**src/rtl/step_tracker.sv**
```systemverilog
// step_tracker: receive-side step counter, per-window rate meter and
// activity classifier (idle/walk/jog/run) with hysteresis.
// Optional macro STEP_TRACKER_SYNC_EN: when defined, pulse_in goes through a
// 2-flop synchronizer before edge detection (adds 2 cycles of step latency).
//
// Output handshake: rate_valid is a one-cycle strobe with no ready/backpressure;
// rate holds its value until the next strobe, so a consumer may capture it on
// the strobe cycle or any later cycle before the next window closes.
module step_tracker #(
  parameter int WIN_CYCLES = 100_000_000,
  parameter int JOG_MIN    = 48,
  parameter int RUN_MIN    = 96,
  parameter int HOLD       = 2
) (
  input  logic       clk,
  input  logic       reset,
  input  logic       pulse_in,
  input  logic       clear,
  output logic [15:0] step_count,
  output logic [7:0]  rate,
  output logic        rate_valid,
  output logic [1:0]  activity
);

  localparam int CW = (WIN_CYCLES > 1) ? $clog2(WIN_CYCLES) : 1;
  localparam int HW = $clog2(HOLD + 1);
  localparam logic [CW-1:0] WIN_LAST = CW'(WIN_CYCLES - 1);

  typedef enum logic [1:0] {
    IDLE = 2'b00,
    WALK = 2'b01,
    JOG  = 2'b10,
    RUN  = 2'b11
  } act_e;

  logic          pulse_s;
  logic          step;
  logic          win_close;
  logic [9:0]    win_sum;
  logic [7:0]    rate_sat;

  logic          prev_q,       prev_d;
  logic [15:0]   step_count_q, step_count_d;
  logic [CW-1:0] win_cnt_q,    win_cnt_d;
  logic [8:0]    win_steps_q,  win_steps_d;
  logic [7:0]    rate_q,       rate_d;
  logic          rate_valid_q, rate_valid_d;

  act_e          state_q;
  act_e          pend_q;
  act_e          cand;
  logic [HW-1:0] hcnt_q;
  logic [HW-1:0] hcnt_inc;

`ifdef STEP_TRACKER_SYNC_EN
  logic sync1_q, sync2_q;

  // Two-flop synchronizer for an asynchronous step source.
  always_ff @(posedge clk) begin
    if (reset) begin
      sync1_q <= 1'b0;
      sync2_q <= 1'b0;
    end else begin
      sync1_q <= pulse_in;
      sync2_q <= sync1_q;
    end
  end

  assign pulse_s = sync2_q;
`else
  assign pulse_s = pulse_in;
`endif

  assign step      = pulse_s & ~prev_q;
  assign win_close = (win_cnt_q == WIN_LAST);
  assign win_sum   = {1'b0, win_steps_q} + {9'd0, step};
  assign rate_sat  = (win_sum > 10'd255) ? 8'hFF : win_sum[7:0];

  // Next-state for edge detect, step counter, window counter and rate.
  always_comb begin
    prev_d       = pulse_s;
    step_count_d = step_count_q;
    win_steps_d  = win_steps_q;
    win_cnt_d    = win_cnt_q + CW'(1);
    rate_d       = rate_q;
    rate_valid_d = 1'b0;

    if (step && (step_count_q != 16'hFFFF)) begin
      step_count_d = step_count_q + 16'd1;
    end

    if (win_close) begin
      // A step on the closing cycle belongs to the window being closed.
      rate_d       = rate_sat;
      rate_valid_d = 1'b1;
      win_steps_d  = 9'd0;
      win_cnt_d    = '0;
    end else if (step && (win_steps_q != 9'h1FF)) begin
      win_steps_d = win_steps_q + 9'd1;
    end

    // Clear discards the partial window and drops a coincident step.
    if (clear) begin
      step_count_d = 16'd0;
      win_steps_d  = 9'd0;
      win_cnt_d    = '0;
      rate_d       = 8'd0;
      rate_valid_d = 1'b0;
    end
  end

  // Datapath registers.
  always_ff @(posedge clk) begin
    if (reset) begin
      prev_q       <= 1'b0;
      step_count_q <= 16'd0;
      win_cnt_q    <= '0;
      win_steps_q  <= 9'd0;
      rate_q       <= 8'd0;
      rate_valid_q <= 1'b0;
    end else begin
      prev_q       <= prev_d;
      step_count_q <= step_count_d;
      win_cnt_q    <= win_cnt_d;
      win_steps_q  <= win_steps_d;
      rate_q       <= rate_d;
      rate_valid_q <= rate_valid_d;
    end
  end

  // Candidate class from the registered window rate.
  always_comb begin
    cand = IDLE;
    if (rate_q == 8'd0) begin
      cand = IDLE;
    end else if (int'(rate_q) < JOG_MIN) begin
      cand = WALK;
    end else if (int'(rate_q) < RUN_MIN) begin
      cand = JOG;
    end else begin
      cand = RUN;
    end
  end

  assign hcnt_inc = hcnt_q + HW'(1);

  // Classifier FSM: a new class must repeat HOLD windows before it is taken.
  always_ff @(posedge clk) begin
    if (reset) begin
      state_q <= IDLE;
      pend_q  <= IDLE;
      hcnt_q  <= '0;
    end else if (clear) begin
      state_q <= IDLE;
      hcnt_q  <= '0;
    end else if (rate_valid_q) begin
      if (cand == state_q) begin
        hcnt_q <= '0;
      end else if (cand == pend_q) begin
        if (int'(hcnt_inc) >= HOLD) begin
          state_q <= cand;
          hcnt_q  <= '0;
        end else begin
          hcnt_q <= hcnt_inc;
        end
      end else begin
        pend_q <= cand;
        if (HOLD <= 1) begin
          state_q <= cand;
          hcnt_q  <= '0;
        end else begin
          hcnt_q <= HW'(1);
        end
      end
    end
  end

  assign step_count = step_count_q;
  assign rate       = rate_q;
  assign rate_valid = rate_valid_q;
  assign activity   = state_q;

endmodule
```
**config.mk**
```make
export PLATFORM = sky130hd
export DESIGN_NAME = step_tracker
export DESIGN_NICKNAME = d
export VERILOG_FILES = /design/src/rtl/step_tracker.sv
export SDC_FILE = /design/constraint.sdc
export NUM_CORES = 1
export LEC_CHECK = 0
export CORE_MARGIN = 5
export CORE_UTILIZATION = 57
export CTS_CLUSTER_SIZE = 8
export DETAILED_ROUTE_END_ITERATION = 8
export GPL_ROUTABILITY_DRIVEN = 0
export PLACE_DENSITY = 0.79
export SLEW_MARGIN = 20
export SYNTH_ARGS = -nofsm -noshare
export SYNTH_HDL_FRONTEND = slang
export SYNTH_SLANG_ARGS = --single-unit
```
**constraint.sdc**
```tcl
create_clock -name clk -period 2.47 [get_ports clk]
set_input_delay 0.494 -clock clk [delete_from_list [all_inputs] [get_ports clk]]
set_output_delay 0.494 -clock clk [all_outputs]
set_load 0.01 [all_outputs]
```
# [Word level (Yosys, flattened, before mapping)]
# Index checks and enable logic that the tools add are counted.
[classes] addsub=5 magnitude_cmp=4 eq_ne=5 muxes=8 n_bitwise=5 n_reduce_logical=7
[ops] operator="$add 27x1->27 const B" count=1
[ops] operator="$eq 27x27->1 const B" count=1
[ops] operator="$add 16x1->16 const B" count=1
[ops] operator="$ne 16x16->1 const B" count=1
[ops] operator="$add 9x1->10" count=1
[ops] operator="$gt 10x8->1 const B" count=1
[ops] operator="$mux 2" count=5
[ops] operator="$add 9x1->9 const B" count=1
[ops] operator="$ne 9x9->1 const B" count=1
[ops] operator="$logic_not 8->1" count=1
[ops] operator="$lt 8x6->1 const B" count=1
[ops] operator="$lt 8x7->1 const B" count=1
[ops] operator="$mux 8" count=1
[ops] operator="$reduce_and 4->1" count=2
[ops] operator="$eq 2x2->1" count=2
[ops] operator="$not 1->1" count=4
[ops] operator="$reduce_or 3->1" count=1
[ops] operator="$add 2x1->2 const B" count=1
[ops] operator="$ge 2x2->1 const B" count=1
[ops] operator="$logic_and 1x1->1" count=2
[ops] operator="$mux 1" count=2
[ops] operator="$reduce_or 2->1" count=1
[ops] operator="$and 1x1->1" count=1
[word_totals] reg_bits=68

# [Depth between registers and ports, before layout]
[logic_depth] ltp_word=7 mapped_depth=10 mapped_depth_nobuf=10

# [Worst setup path before layout]
# OpenSTA, ideal clock, no wires.
[synth_path] kind="input port to flip-flop" startpoint="input port pulse_in" endpoint="register rate_q[2], in the netlist rate[2]" arrival_ns=1.828 t_required_ns=2.334 slack_ns=0.507 stages=9 path_cell_list="nand2b_1 inv_1 ha_1 ha_1 nand3_1 nor2_1 mux2_2 nor2_1 a211oi_2"
[synth_via] elab_chain_cells=4
[synth_rtl] element="from (decl)" line="17" text="input logic pulse_in,"
[synth_rtl] element="$and 1x1->1 *" line="74" text="assign step = pulse_s & ~prev_q;"
[synth_rtl] element="$add 9x1->10 *" line="76" text="assign win_sum = {1'b0, win_steps_q} + {9'd0, step};"
[synth_rtl] element="$gt 10x8->1" line="77" text="assign rate_sat = (win_sum > 10'd255) ? 8'hFF : win_sum[7:0];"
[synth_rtl] element="$mux 8 *" line="77"
[synth_rtl] element="to (signal assigned)" line="126" text="rate_q <= rate_d;"
[synth_rtl] element="to (decl)" line="46" text="logic [7:0] rate_q, rate_d;"
# Every way passes the cells marked *; elsewhere a longest branch is shown, timed or not.
# A chain may end at the register's enable or synchronous reset.

# [Worst setup path in the final report]
# Same ends and word-level chain as after synthesis.

==> metrics.md <==
| Metric | Value |
|---|---|
| CTS root buffer | clkbuf_8 |
| Clk pwr share | 0.421 |
| Starting Density | 0.593 |
| Synthesized instance count | about 380 |
| Mean Syn Cell Area | about 8.6 sq um |
| Synth-to-layout area growth | 17.1% |
| Total track usage | 0.208 |
| Crit end category | flip-flop |
| CTS tree | built |
| Main flop type after synthesis | dfxtp_1 |
| R2R Setup Slk | ~360 ps |
| Fmax | about 450 MHz |
| Fin crit share | 0.896 |
| GRT met1 Usage | 0.272 |
| Area of the multi-input gates | approximately 1800 sq um |
| Most common cell in the synthesized netlist | nor2_1 |
| Final Skew | 6.39 ps |
| Post-synth top area share | 0.411 |
| Rows | 27 |
| WL per Instance | 14.6 um |
| Postcts setup bufs | 0 |
| Port Buf Inserts | 30 |
| Yosys reg bits | 68 |
| GR Overflow Total | 0 |
| Netlist cell types | 48 |
| Top cells by count, synth | nor2_1, dfxtp_1, nand3_1, xor2_1, nand2_1 |
| Period minus WS final | roughly 2200 ps |
| Clock-pin slew on the worst setup and hold paths | 70 ps |
| Post-Place Cell Area | 3690 sq um |
| Net Sw Power | roughly 0.00044 W |
| CP arrival | roughly 2400 ps |
| Clk buf depth | 2 |
| Slew Viols, Final | 0 |
| Via count | roughly 2800 |
| Antenna violations before repair | 0 |
| Crit Path Class | input port to flip-flop |
| Outcome | completed |
| DRT Wirelength | 7180 um |
| Core area | 5570 sq um |
| Slew headroom | 0.359 |
| # H-tree levels | 3 |
| ANT cells | 0 |
| Die area | roughly 7400 sq um |
| Drc violations | 0 |
| Fin. Hold Viols | 0 |
| CTS sink cnt | 68 |
| First-pass GRT wire length | between 10000 and 15000 um |
| Dominant cells by area after synthesis | dfxtp_1, nor2_1, xor2_1, nand3_1, xnor2_1 |
| Grt met3 use | 0.0694 |
| Post-DRT Antenna Nets | 0 |
| Dpl hpwl | 5010 um |
| 1st-pass router iterations | 4 |
| Layout cell share with drive strength beyond 1 | 0.0903 |
| P_int | 0.00158 W |
| Layout fillers | 469 |
| Worst-margin pin slew | about 950 ps |
| HP Start | hcnt_q[1] |
| Pwr dens | around 520 nW/um^2 |
| CTS buffer count | 9 |
| Setup Viol. Count Final | 0 |
| Vias in the first global route | 2704 |
| Fin nets | 430 |
| CTS resizes | 0 |
| Largest net degree at the start of global routing | 35 |
| Logic gate share of total power | 0.031 |
| Critical path peak fanout | 6 |
| Post-route design area | just under 4000 sq um |
| LEAKAGE | around 1.3 nW |
| Reg2Reg Launch Point | step_count[0] |
| Hold Path Class | flip-flop to flip-flop |
| Via-per-instance ratio | roughly 5.7 |
| Largest area contributor in the netlist | dfxtp_1 |
| Required time of the worst setup path | ~2700 ps |
| Synth Warn # | 0 |
| Chip width | roughly 86 um |
| Startpoint Class | input port |
| FFs w/ async S/R, synth | 0 |
| MaxCap Viol Count | 0 |
| Util after Layout | 0.695 |
| Clk_lat worst skew | roughly 340 ps |
| DRC marker count from the first detailed-route iteration | 197 |
| Sw Share | 0.219 |
| Worst vdd ir | roughly 0.0005 V |
| Crit path from | pulse_in |
| Seq. cell area | about 1400 sq um |
| GRT busiest layer | met2 |
| Post-synthesis net count | between 300 and 400 |
| IO Pins | 31 |
| EDFF count, synth | 0 |
| Part of the Yosys area used for sequential elements | 0.411 |
| Die H | roughly 86 um |
| Mapped cell area | ~3300 sq um |
| RSZ-0062 raised after global routing | no |
| M2 GR Usage | 0.331 |
| Pwr Total | between 0.002 and 0.0025 W |
| Hold buffer count at cts | 0 |
| Reg power frac | 0.548 |
layout make-up:
class,instances,area share
tap,72,0.0233
inverter,8,0.00775
timing repair buffer,38,0.0963
sequential,68,0.352
multi-input combinational,293,0.475
clock inverter,5,0.0142
clock buffer,9,0.0320
worst paths after layout:
check | depth (start not counted) | endpoint
hold / removal | 2 | hcnt_q[1]
setup reg to reg | 7 | step_count[3]
hold reg to reg | 2 | hcnt_q[1]
setup / recovery | 10 | rate[2]
logic make-up (layout without fill, tap and decap cells):
kind of cell             after synthesis  after routing  share of synthesized area
AND/OR/NAND/NOR                      187            187                      0.288
flip-flops                            68             68                      0.411
AO/OA/AOI/OAI                         48             48                     0.0999
XOR/XNOR                              41             41                      0.109
buffers and inverters                 22             60                     0.0344
multiplexers                           9              9                     0.0276
adder cells (fa/ha/maj)                8              8                     0.0303
registers in the layout, indices dropped and copies added (netlist names):
signal and flops:
prev_q 1, win_cnt_q 27, activity 2, rate 8
rate_valid 1, pend_q 2, win_steps_q 9, step_count 16
hcnt_q 2
cell usage in the layout, fill, tap and decap left out, types with 2 or more instances in the layout:
cell type	n
clkbuf_8	9
a21oi_1	13
nand3b_1	2
nor2b_1	3
a31oi_1	3
clkdlybuf4s50_1	30
ha_1	8
buf_4	7
and3_1	14
nand4_1	10
a211oi_2	4
clkinvlp_4	2
nand4b_1	2
nor3_1	8
mux2i_1	8
nand2b_1	2
nor4_2	3
a211oi_1	3
clkinv_2	2
dfxtp_1	68
xor2_1	27
or3_1	11
inv_1	8
o21ai_0	14
or2_2	2
nand3_1	29
nand2_1	16
and4_1	2
nor2_1	75
xnor2_1	14
layer usage:
metal	vias to the layer above	share of wire	routed length, um
li1	1417	-	-
met1	1316	0.46	3310
met2	86	0.47	3360
met3	9	0.061	436
met4	0	0.0098	70
met5	-	0	0
power groups by stage:
stage	Sequential [W]	Combinational [W]	Clock, W
2_1_floorplan	0.00113	0.0000400	0
3_3_place_gp	0.00113	0.0000613	0
3_5_place_dp	0.00113	0.0000625	0
4_1_cts	0.00111	0.0000637	0.000876
5_1_grt	0.00111	0.0000694	0.000928
6_report	0.00111	0.0000636	0.000849
metrics by stage:
stage          hold WS [ps]  setup TNS (ps)  std cells  worst slack, ps
2_1_floorplan           426               0        383              507
6_report                453               0        493              256
3_5_place_dp            449            -361        479            -74.5
5_1_grt                 478               0        493              148
3_3_place_gp            439               0        479             39.6
4_1_cts                 461               0        493              229
critical path: stages:
cell and delay, ps:
clkdlybuf4s50_1 480, nand2b_1 120, inv_1 110, ha_1 170
ha_1 170, nand3_1 110, nor2_1 130, mux2_2 390
nor2_1 140, a211oi_2 80
No activity file was read; power rests on OpenSTA's default activity.
